### src/rtl/adc_pkg.sv
// Shared types and frame layout constants for the adc_scan SPI conversion controller.
package adc_pkg;

    typedef enum logic [1:0] {
        ST_IDLE,
        ST_CS_SETUP,
        ST_SHIFT,
        ST_CS_HOLD
    } state_e;

    // Frame layout: start, SGL/DIFF, channel[CH_W], MSBF, null, data[RES_BITS]
    localparam int unsigned OFS_SGL      = 1;
    localparam int unsigned OFS_CHAN     = 2;
    localparam int unsigned N_FIXED_BITS = 4;

    function automatic int unsigned frame_len(input int unsigned ch_w, input int unsigned res_bits);
        return N_FIXED_BITS + ch_w + res_bits;
    endfunction

endpackage

### src/rtl/clk_div.sv
// Half-period tick generator for sck; the count restarts whenever it is disabled.
module clk_div #(
    parameter int unsigned HALF_DIV = 4
) (
    input  logic clk,
    input  logic nreset,
    input  logic en_i,
    output logic tick_c_o
);

    localparam int unsigned CNT_W = $clog2(HALF_DIV);

    logic [CNT_W-1:0] cnt_q;

    assign tick_c_o = en_i && (cnt_q == CNT_W'(HALF_DIV - 1));

    always_ff @(posedge clk or negedge nreset) begin
        if (!nreset) begin
            cnt_q <= '0;
        end else if (!en_i || tick_c_o) begin
            cnt_q <= '0;
        end else begin
            cnt_q <= cnt_q + CNT_W'(1);
        end
    end

endmodule

### src/rtl/adc_scan.sv
// SPI mode-0 ADC controller: single-shot conversions plus round-robin scanning of masked channels.
module adc_scan
    import adc_pkg::*;
#(
    parameter int unsigned N_CHAN   = 2,
    parameter int unsigned RES_BITS = 10,
    parameter int unsigned HALF_DIV = 4,
    parameter int unsigned CS_IDLE  = 2,
    localparam int unsigned CH_W    = $clog2(N_CHAN)
) (
    input  logic                clk,
    input  logic                nreset,
    input  logic                start,
    input  logic [CH_W-1:0]     chan,
    input  logic                diff,
    input  logic                scan_en,
    input  logic [N_CHAN-1:0]   scan_mask,
    input  logic                miso,
    output logic                mosi,
    output logic                sck,
    output logic                ncs,
    output logic                busy,
    output logic [RES_BITS-1:0] data,
    output logic [CH_W-1:0]     data_chan,
    output logic                data_valid,
    output logic                overrun
);

    localparam int unsigned FRAME    = frame_len(CH_W, RES_BITS);
    localparam int unsigned OFS_MSBF = OFS_CHAN + CH_W;
    localparam int unsigned BIT_W    = $clog2(FRAME);
    localparam int unsigned HOLD_W   = $clog2(CS_IDLE + 1);

    state_e              state_q;
    logic                start_q;
    logic [CH_W-1:0]     chan_q;
    logic                diff_q;
    logic [CH_W-1:0]     scan_ptr_q;
    logic [BIT_W-1:0]    bit_q;
    logic [HOLD_W-1:0]   hold_q;
    logic [RES_BITS-1:0] shreg_q;
    logic                sck_q;
    logic                ncs_q;
    logic                mosi_q;
    logic                busy_q;
    logic [RES_BITS-1:0] data_q;
    logic [CH_W-1:0]     data_chan_q;
    logic                data_valid_q;
    logic                overrun_q;

    logic                tick_c;
    logic                start_edge_c;
    logic                scan_found_c;
    logic [CH_W-1:0]     scan_next_c;
    logic                launch_c;
    logic                launch_scan_c;
    logic                rise_c;

    clk_div #(.HALF_DIV(HALF_DIV)) u_clk_div (
        .clk     (clk),
        .nreset  (nreset),
        .en_i    (state_q != ST_IDLE),
        .tick_c_o(tick_c)
    );

    // mosi level for a given frame bit; everything past the channel field is 1
    function automatic logic bit_at(input logic [BIT_W-1:0] idx, input logic d,
                                    input logic [CH_W-1:0] c);
        int unsigned     p;
        logic [CH_W-1:0] sh;
        p  = 32'(idx);
        sh = c << (p - OFS_CHAN);
        bit_at = 1'b1;
        if (p == OFS_SGL) begin
            bit_at = ~d;
        end else if (p >= OFS_CHAN && p < OFS_MSBF) begin
            bit_at = sh[CH_W-1];
        end
    endfunction

    assign start_edge_c = start && !start_q;
    assign rise_c = tick_c && ((state_q == ST_CS_SETUP) || (state_q == ST_SHIFT && !sck_q));

    // Next masked channel strictly above the scan pointer, wrapping modulo N_CHAN
    always_comb begin
        scan_found_c = 1'b0;
        scan_next_c  = scan_ptr_q;
        for (int unsigned i = 1; i <= N_CHAN; i++) begin
            if (!scan_found_c && scan_mask[CH_W'(scan_ptr_q + CH_W'(i))]) begin
                scan_found_c = 1'b1;
                scan_next_c  = CH_W'(scan_ptr_q + CH_W'(i));
            end
        end
    end

    always_comb begin
        launch_c      = 1'b0;
        launch_scan_c = 1'b0;
        if (state_q == ST_IDLE) begin
            if (start_edge_c) begin
                launch_c = 1'b1;
            end else if (scan_en && scan_found_c) begin
                launch_c      = 1'b1;
                launch_scan_c = 1'b1;
            end
        end
    end

    always_ff @(posedge clk or negedge nreset) begin
        if (!nreset) begin
            state_q      <= ST_IDLE;
            start_q      <= 1'b0;
            chan_q       <= '0;
            diff_q       <= 1'b0;
            scan_ptr_q   <= CH_W'(N_CHAN - 1);
            bit_q        <= '0;
            hold_q       <= '0;
            shreg_q      <= '0;
            sck_q        <= 1'b0;
            ncs_q        <= 1'b1;
            mosi_q       <= 1'b0;
            busy_q       <= 1'b0;
            data_q       <= '0;
            data_chan_q  <= '0;
            data_valid_q <= 1'b0;
            overrun_q    <= 1'b0;
        end else begin
            start_q      <= start;
            data_valid_q <= 1'b0;

            if (start_edge_c && state_q != ST_IDLE) begin
                overrun_q <= 1'b1;
            end

            // Every sck rise shifts miso in; the last rise of the frame completes the word
            if (rise_c) begin
                shreg_q <= {shreg_q[RES_BITS-2:0], miso};
                if (bit_q == BIT_W'(FRAME - 1)) begin
                    data_q       <= {shreg_q[RES_BITS-2:0], miso};
                    data_chan_q  <= chan_q;
                    data_valid_q <= 1'b1;
                end
            end

            case (state_q)
                ST_IDLE: begin
                    if (launch_c) begin
                        chan_q  <= launch_scan_c ? scan_next_c : chan;
                        diff_q  <= diff;
                        state_q <= ST_CS_SETUP;
                        ncs_q   <= 1'b0;
                        busy_q  <= 1'b1;
                        mosi_q  <= 1'b1;
                        bit_q   <= '0;
                        if (launch_scan_c) begin
                            scan_ptr_q <= scan_next_c;
                        end
                    end
                end
                ST_CS_SETUP: begin
                    if (tick_c) begin
                        state_q <= ST_SHIFT;
                        sck_q   <= 1'b1;
                    end
                end
                ST_SHIFT: begin
                    if (tick_c) begin
                        sck_q <= ~sck_q;
                        if (sck_q) begin
                            if (bit_q == BIT_W'(FRAME - 1)) begin
                                state_q <= ST_CS_HOLD;
                                ncs_q   <= 1'b1;
                                hold_q  <= '0;
                            end else begin
                                bit_q  <= bit_q + BIT_W'(1);
                                mosi_q <= bit_at(bit_q + BIT_W'(1), diff_q, chan_q);
                            end
                        end
                    end
                end
                ST_CS_HOLD: begin
                    if (tick_c) begin
                        if (hold_q == HOLD_W'(CS_IDLE - 1)) begin
                            state_q <= ST_IDLE;
                            busy_q  <= 1'b0;
                            mosi_q  <= 1'b0;
                        end else begin
                            hold_q <= hold_q + HOLD_W'(1);
                        end
                    end
                end
                default: state_q <= ST_IDLE;
            endcase
        end
    end

    assign mosi       = mosi_q;
    assign sck        = sck_q;
    assign ncs        = ncs_q;
    assign busy       = busy_q;
    assign data       = data_q;
    assign data_chan  = data_chan_q;
    assign data_valid = data_valid_q;
    assign overrun    = overrun_q;

endmodule

### config.mk
export PLATFORM = sky130hd
export DESIGN_NAME = adc_scan
export DESIGN_NICKNAME = d
export VERILOG_FILES = /design/src/rtl/adc_pkg.sv /design/src/rtl/clk_div.sv /design/src/rtl/adc_scan.sv
export SDC_FILE = /design/constraint.sdc
export NUM_CORES = 1
export LEC_CHECK = 0
export BUFFER_PORTS_ARGS = -buffer_cell sky130_fd_sc_hd__clkbuf_2
export CAP_MARGIN = 5
export CORE_MARGIN = 1
export CORE_UTILIZATION = 61
export DETAILED_ROUTE_END_ITERATION = 6
export PLACE_DENSITY = 0.84
export SLEW_MARGIN = 20
export SYNTH_ARGS = -nofsm -noshare
export SYNTH_HDL_FRONTEND = slang
export SYNTH_SLANG_ARGS = --single-unit
export TNS_END_PERCENT = 5
### constraint.sdc
create_clock -name clk -period 4.13 [get_ports clk]
set_input_delay 0 -clock clk [delete_from_list [all_inputs] [get_ports clk]]
set_output_delay 0 -clock clk [all_outputs]
set_load 0.02 [all_outputs]
==> results.json, run 1 <==
{
  "status": "completed",
  "syn_nets": 191,
  "cts_buffers": 5,
  "synth-edff-count": 0,
  "dr_total_vias": 1418,
  "die_h_microns": 60.12,
  "crit_start": "state_q[0]",
  "clock_skew_ns": 0.01667,
  "avgSynthCellArea_sq_um": 12.19,
  "synthArstFlopShare_pct": 100.0,
  "crit_required_ns": 4.35,
  "dieArea_sq_mm": 0.003614,
  "hold_start": "chan",
  "synth_cells": 169,
  "place_congestion": 0.8175,
  "cts.path.max_buffers": 2,
  "pwr-share-comb_pct": 5.6,
  "synthesis.area_sq_mm": 0.002061,
  "dr.pass1.iters": 5,
  "fp.dieW_microns": 60.12,
  "root_buffer": "clkbuf_4",
  "finalSetupTns_ns": 0,
  "maxCapViolations": 0,
  "worstPathArrival_ns": 2.49,
  "end_kind": "register",
  "p_sw_share_pct": 22.65,
  "vias_per_cell": 5.695,
  "core_area_sq_mm": 0.003128,
  "powerDensity_mw_per_mm2": 274.1,
  "antenna_found_initial": 0,
  "critPathBufInv": 1,
  "vdd_ir_drop_max_mv": 0.2507,
  "cp_max_fo": 15,
  "synth_warnings": 0,
  "synth_ff_type": "dfrtp_1",
  "slowest_stage": "ha_1",
  "dpl.hpwl_microns": 2757,
  "post_drt_wl_per_cell_microns": 14.93,
  "sequentialPowerShare_pct": 63.0,
  "area_delta_synth_final_pct": 13.54,
  "antennaDiodeCount": 0,
  "max_freq_ghz": 0.4404,
  "row_count": 20,
  "crit_family": "simple AND/OR/NAND/NOR gates",
  "grt_max_degree": 41,
  "hold_class": "input pin to register",
  "setup_viol_count_final": 0,
  "final_cell_mix": "dfrtp_1, clkbuf_2, mux2_2, ha_1, inv_1",
  "ys_ff_latch": 40,
  "rsz0062_at_grt": "no",
  "overflow": 0,
  "grt_pass1_wl_microns": 6216,
  "wirelength_microns": 3717,
  "tightest_slew_ns": 0.9554,
  "crit_path_max_incr_delay_ns": 0.45,
  "power.leakage_nw": 1.131,
  "worstSetupPathType": "register to register",
  "cell_internal_pwr_mw": 0.4960,
  "crit_chain": "inv_1 -> ha_1 -> and2b_1 -> o21ai_4 -> nand2b_4 -> mux2_2",
  "drc": 0,
  "post-route-period-util_pct": 54.99,
  "whs_ns": 0.03912,
  "start_kind": "register",
  "clock_latency_ns": 0.34,
  "ys_types": 43,
  "period_needed_ns": 2.271,
  "first_iter_violations": 31,
  "port_buffers": 25,
  "path_clk_slew_ns": 0.11,
  "final_common_cell": "dfrtp_1",
  "ys_seq_area_share_pct": 48.69,
  "grt_pass1_vias": 1464,
  "drive_above_1_share_pct": 32.68,
  "slew_viol_final": 0,
  "p_clk_share_pct": 31.4,
  "nets": 226,
  "relSlewSlack_pct": 36.31,
  "timing.rr.start": "state_q[0]",
  "cts.repair.resized": 0,
  "switching_power_mw": 0.1452,
  "hold_violations": 0,
  "grt.total_usage_pct": 23.74,
  "io_pins": 26,
  "start_util_pct": 65.88,
  "cts_tree": "yes",
  "drtAntennaViolNets": 0,
  "cts.htree.levels": 2,
  "cts_sinks": 40
}
-- cell type report --
class                   instances  area [sq um]
fillers                       214         788.3
inverters                      11         41.29
well taps                      44         55.05
multi-input cells             115         993.5
clock inverters                 2         10.01
flip-flops and latches         40          1003
clock buffers                   6         51.30
repair buffers                 31         185.2
-- Yosys cell counts (all sizes together), types with 3 or more instances --
master | count | area share, %
a21oi | 9 | 2.4
a31oi | 3 | 0.91
dfrtp | 38 | 46
ha | 13 | 7.9
inv | 11 | 2.0
mux2 | 24 | 15
nand2b | 4 | 1.6
nand3 | 6 | 1.5
nor2 | 10 | 1.8
nor2b | 4 | 1.2
nor3 | 3 | 0.73
o21ai | 11 | 3.2
-- what timing repair did --
action / 4_1_cts / 5_1_grt
hold buffers: 6 / 0
hold endpoints to repair: 43 / 0
buffers inserted: 0 / 0
-- stage by stage --
stage	util (%)	instance area (sq um)	setup slack [ns]	power, mW	instances
2_1_floorplan	-	2061	2.292	0.4252	169
3_3_place_gp	70.92	2218	2.009	0.4424	235
3_5_place_dp	70.92	2218	1.922	0.4440	235
4_1_cts	74.80	2340	1.896	0.6471	249
5_1_grt	74.80	2340	1.745	0.6665	249
6_report	74.80	2340	1.859	0.6412	249
-- flip-flops by register name, indices dropped and copies added, names as in the netlist, 2 cells and up --
name and cells:
bit_q 4, data 10, hold_q 2, shreg_q 9
state_q 2, u_clk_div.cnt_q 2
-- worst min-delay path, delay by kind of cell --
kind,cells,cell delay (ns)
buffers and inverters,1,0.07
AO/OA/AOI/OAI,2,0.26
-- routing by layer --
metal  track usage (%)  vias up  part of all wire (%)
met5                 0        -                     0
met4             10.30        0                   1.1
met3             6.494        7                   4.0
met2             40.50       40                    51
met1             27.76      690                    44
li1                  -      681                     -
-- logic make-up (layout without fill, tap and decap cells) --
| group | Yosys count | count (layout) | synth area share, % |
|---|---|---|---|
| buf+inv | 14 | 50 | 3.096 |
| compound gates | 37 | 37 | 13.24 |
| mux | 26 | 26 | 15.91 |
| flops | 40 | 40 | 48.69 |
| simple gates | 37 | 37 | 10.32 |
| xor+xnor | 2 | 2 | 0.8502 |
| fa+ha+maj | 13 | 13 | 7.893 |
-- final timing paths --
| path | end | slack, ns | cells past startpoint |
|---|---|---|---|
| worst min-delay path | chan_q | 0.04 | 3 |
| max in group asynchronous | diff_q | 3.20 | 2 |
| min in group asynchronous | bit_q[1] | 0.33 | 2 |
| worst min register to register | u_clk_div.cnt_q[0] | 0.45 | 1 |
| worst max register to register | data[0] | 1.86 | 6 |
| worst max-delay path | data[0] | 1.86 | 6 |
-- power by group through the flow --
stage / Sequential [mW] / Clock [mW] / Combinational, mW
after floorplan: 0.415 / 0 / 0.0106
after global routing: 0.405 / 0.222 / 0.0396
final: 0.404 / 0.202 / 0.0357
after detailed placement: 0.411 / 0 / 0.0327
after global placement: 0.411 / 0 / 0.0315
after CTS: 0.404 / 0.207 / 0.0362
(Power assumes the default switching activity.)
==> run 2: changes to the inputs <==
CORE_UTILIZATION = 57   (was 61)
PLACE_DENSITY = 0.8   (was 0.84)
clock period = 2.2 ns   (was 4.13 ns; I/O delays follow)
==> results.json, run 2 (same netlist as run 1, synthesis figures left out) <==
{
  "status": "completed",
  "port_buffers": 25,
  "first_iter_violations": 53,
  "cp.depth": 8,
  "grt_pass1_wl_microns": 7120,
  "die_h_microns": 62.13,
  "overflow": 0,
  "layout_setup_ws_ns": 0.1003,
  "crit_chain": "ha_1 -> xor2_1 -> nor2_1 -> ha_1 -> nand4_1 -> a31o_2 -> a32oi_1 -> mux2_2",
  "area_delta_synth_final_pct": 17.00,
  "clock_skew_ns": 0.006097,
  "worstHoldPathCells": 4,
  "period_needed_ns": 2.100,
  "post-place-cells": 239,
  "grt.total_usage_pct": 23.75,
  "dieArea_sq_mm": 0.003860,
  "critPathBufInv": 0,
  "postPlaceCellArea_sq_mm": 0.002236,
  "dpl.hpwl_microns": 2922,
  "cts_sinks": 40,
  "cts.htree.levels": 2,
  "rsz0062_at_grt": "no",
  "fin_cells": 253,
  "slew_viol_final": 0,
  "end_kind": "register",
  "crit_required_ns": 2.50,
  "maxCapViolations": 0,
  "hold_violations": 0,
  "crit_path_max_incr_delay_ns": 0.50,
  "r2r_cells": 8,
  "min_to": "chan_q",
  "row_count": 21,
  "antenna_found_initial": 0,
  "root_buffer": "clkbuf_4",
  "pre_cts_ws_ns": 0.1719,
  "drtAntennaViolNets": 0,
  "postLayoutCoreUtil_pct": 71.13,
  "antennaDiodeCount": 0,
  "timing.rr.start": "bit_q[0]",
  "nets": 229,
  "vias_per_cell": 5.727,
  "grt_max_degree": 41,
  "hold_class": "input pin to register",
  "cp_common_cell": "ha_1",
  "worstPathArrival_ns": 2.40,
  "final_common_cell": "dfrtp_1",
  "place_congestion": 0.8752,
  "crit_family": "adder cells",
  "start_util_pct": 60.80,
  "power_mw": 1.413,
  "setup_viol_count_final": 0,
  "relSlewSlack_pct": 41.69,
  "vdd_ir_drop_max_mv": 0.5077,
  "power.leakage_nw": 1.162,
  "post-route-period-util_pct": 95.44,
  "dr_total_vias": 1449,
  "drc": 0,
  "cts.path.max_buffers": 2,
  "n_fill_cell": 242,
  "powerDensity_mw_per_mm2": 585.9,
  "core_area_sq_mm": 0.003390,
  "slowest_stage": "dfrtp_1",
  "wirelength_microns": 4117,
  "cts_buffers": 5,
  "final_area_sq_mm": 0.002411,
  "worstSetupPathType": "register to register",
  "path_clk_slew_ns": 0.12,
  "io_pins": 26,
  "post_drt_wl_per_cell_microns": 16.27,
  "largest_reg_flops": 10,
  "dr.pass1.iters": 4,
  "tightest_slew_ns": 0.8747,
  "cts_tree": "yes",
  "hold_start": "scan_en",
  "finalSetupTns_ns": 0,
  "r2r-end": "mosi",
  "clock_latency_ns": 0.35,
  "ff2ff_setup_slack_ns": 0.10,
  "final_cell_mix": "dfrtp_1, clkbuf_2, mux2_2, ha_1, inv_1",
  "cp_max_fo": 8,
  "grt_pass1_vias": 1548,
  "start_kind": "register",
  "drive_above_1_share_pct": 33.33,
  "whs_ns": 0.05059,
  "fp.dieW_microns": 62.13,
  "max_freq_ghz": 0.4763
}
-- run 2: cell type report --
cell class	count	area (sq um)	area share (%)
tap	46	57.56	2.387
sequential	40	1003	41.62
clock buffer	5	37.54	1.557
inverter	11	41.29	1.713
multi-input combinational	115	1001	41.52
timing repair buffer	34	210.2	8.718
clock inverter	2	60.06	2.491
-- run 2: repair_timing --
| action | CTS | global route |
|---|---|---|
| setup endpoints to repair | 0 | 3 |
| resized for setup | 0 | 1 |
| hold buffers | 7 | 0 |
| setup buffers | 0 | 0 |
| hold endpoints to repair | 44 | 0 |
-- run 2: worst register-to-register path, cell delays in order (launching register included) --
cell,delay (ns)
dfrtp_1,0.50
ha_1,0.26
xor2_1,0.24
nor2_1,0.08
ha_1,0.28
nand4_1,0.07
a31o_2,0.25
a32oi_1,0.20
mux2_2,0.18
-- run 2: worst max path at each step --
stage,from,end,slack (ns)
6_report,bit_q[0],mosi,0.10
5_1_grt,state_q[0],scan_ptr_q,0.01
4_1_cts,bit_q[0],mosi,0.13
3_5_place_dp,bit_q[0],mosi,0.17
3_3_place_gp,bit_q[0],mosi,0.23
2_1_floorplan,state_q[0],data[2],0.36
-- run 2: metal layers --
metal | track usage [%] | vias to the layer above | share of wire (%)
li1 | - | 683 | -
met1 | 28.64 | 695 | 43
met5 | 0 | - | 0
met2 | 39.84 | 60 | 49
met3 | 6.250 | 11 | 5.6
met4 | 10.76 | 0 | 2.3
-- run 2: power breakdown --
group | switching (mW) | internal [mW] | leakage [nW]
clock network | 0.237 | 0.348 | 0.0513
logic | 0.0386 | 0.0309 | 0.635
registers | 0.00940 | 0.749 | 0.476
total | 0.285 | 1.13 | 1.16
==> run 3: changes to the inputs <==
CORE_ASPECT_RATIO = 0.8   (was unset)
==> results.json, run 3 (same netlist as run 1, synthesis figures left out) <==
{
  "fp.dieW_microns": 69.23,
  "drive_above_1_share_pct": 33.33,
  "tightest_slew_ns": 0.9580,
  "grt.total_usage_pct": 22.43,
  "io_pins": 26,
  "switching_power_mw": 0.3115,
  "cts_sinks": 40,
  "r2r-end": "mosi",
  "row_count": 19,
  "clock_skew_ns": 0.007263,
  "crit_required_ns": 2.44,
  "postPlaceCellArea_sq_mm": 0.002231,
  "powerDensity_mw_per_mm2": 595.0,
  "cell_internal_pwr_mw": 1.120,
  "drc": 0,
  "vias_per_cell": 5.755,
  "final_cell_mix": "dfrtp_1, clkbuf_2, mux2_2, ha_1, inv_1",
  "pre_cts_ws_ns": 0.1967,
  "ff2ff_setup_slack_ns": 0.14,
  "worstPathArrival_ns": 2.30,
  "first_iter_violations": 85,
  "r2r_cells": 8,
  "overflow": 0,
  "path_clk_slew_ns": 0.08,
  "layout_setup_ws_ns": 0.1417,
  "port_buffers": 25,
  "place_congestion": 0.8900,
  "post-route-period-util_pct": 93.56,
  "slew_viol_final": 0,
  "end_kind": "register",
  "min_to": "chan_q",
  "core_area_sq_mm": 0.003447,
  "cp_max_fo": 8,
  "hold_violations": 0,
  "postCtsSetupBuffers": 0,
  "timing.rr.start": "bit_q[0]",
  "cts_buffers": 5,
  "dr_total_vias": 1433,
  "cts_hold_buffers": 6,
  "root_buffer": "clkbuf_8",
  "start_kind": "register",
  "relSlewSlack_pct": 36.14,
  "sequentialPowerShare_pct": 53.0,
  "drtAntennaViolNets": 0,
  "setup_viol_count_final": 0,
  "rsz0062_at_grt": "no",
  "multi_input_area_sq_um": 993.5,
  "hold_start": "chan",
  "finalSetupTns_ns": 0,
  "post_drt_wl_per_cell_microns": 15.76,
  "largest_reg_flops": 10,
  "grt_max_degree": 41,
  "dr.pass1.iters": 4,
  "max_freq_ghz": 0.4858,
  "n_fill_cell": 243,
  "grt_pass1_wl_microns": 6762,
  "maxCapViolations": 0,
  "worstSetupPathType": "register to register",
  "grt_pass1_vias": 1495,
  "period_needed_ns": 2.058,
  "p_sw_share_pct": 21.76,
  "nets": 228,
  "worstHoldPathCells": 3,
  "cts.htree.levels": 2,
  "wirelength_microns": 3925,
  "cts.path.max_buffers": 2,
  "area_delta_synth_final_pct": 16.76,
  "die_h_microns": 55.78,
  "cts.repair.resized": 0,
  "dpl.hpwl_microns": 2877,
  "postLayoutCoreUtil_pct": 69.80,
  "clock_latency_ns": 0.30,
  "vdd_ir_drop_max_mv": 0.4937,
  "cts_tree": "yes",
  "power.leakage_nw": 1.157,
  "dieArea_sq_mm": 0.003861,
  "regArea_sq_mm": 0.001003,
  "start_util_pct": 59.78,
  "status": "completed",
  "p_clk_share_pct": 42.3,
  "final_common_cell": "dfrtp_1",
  "antennaDiodeCount": 0,
  "antenna_found_initial": 0,
  "hold_class": "input pin to register",
  "pwr-share-comb_pct": 4.7,
  "final_area_sq_mm": 0.002406
}
-- run 3: worst max-delay path by stage --
stage,startpoint,endpoint,slack [ns],cells after the start
after floorplan,state_q[0],data[2],0.36,7
after global placement,bit_q[0],mosi,0.21,8
after detailed placement,bit_q[0],mosi,0.20,8
after CTS,bit_q[0],mosi,0.17,8
after global routing,state_q[1],bit_q[0],0.03,7
final,bit_q[0],mosi,0.14,8
-- run 3: routing by layer --
metal / vias up / global-route usage [%] / part of all wire (%)
met3: 11 / 6.341 / 7.7
met4: 0 / 9.329 / 2.1
met1: 679 / 30.08 / 45
met5: - / 0 / 0
li1: 680 / - / -
met2: 63 / 34.40 / 45
-- run 3: per-stage QoR --
stage / power, mW / hold WS (ns) / instances
5_1_grt: 1.484 / 0.07354 / 249
3_5_place_dp: 0.8347 / 0.1447 / 235
3_3_place_gp: 0.8304 / 0.1364 / 235
6_report: 1.432 / 0.05444 / 249
4_1_cts: 1.449 / 0.04815 / 249
2_1_floorplan: 0.7983 / -0.2956 / 169
-- run 3: layout make-up --
cell class                 count  area share (%)
inverter                      11           1.716
clock inverter                 3           1.924
timing repair buffer          33           8.320
clock buffer                   5           2.860
multi-input combinational    115           41.29
sequential                    40           41.71
tap                           42           2.184
-- run 3: power groups by stage --
stage	clock network, mW	logic, mW	registers, mW
after floorplan	0	0.0198	0.778
after global placement	0	0.0592	0.771
after detailed placement	0	0.0620	0.773
after CTS	0.621	0.0696	0.758
after global routing	0.649	0.0751	0.760
final	0.605	0.0679	0.758
-- run 3: worst max-delay path, cell delays in order, from the launching register on --
cell and delay (ns):
dfrtp_1 0.49, ha_1 0.27, xor2_1 0.22, nor2_1 0.07
ha_1 0.27, nand4_1 0.07, a31o_2 0.25, a32oi_1 0.19
mux2_2 0.17
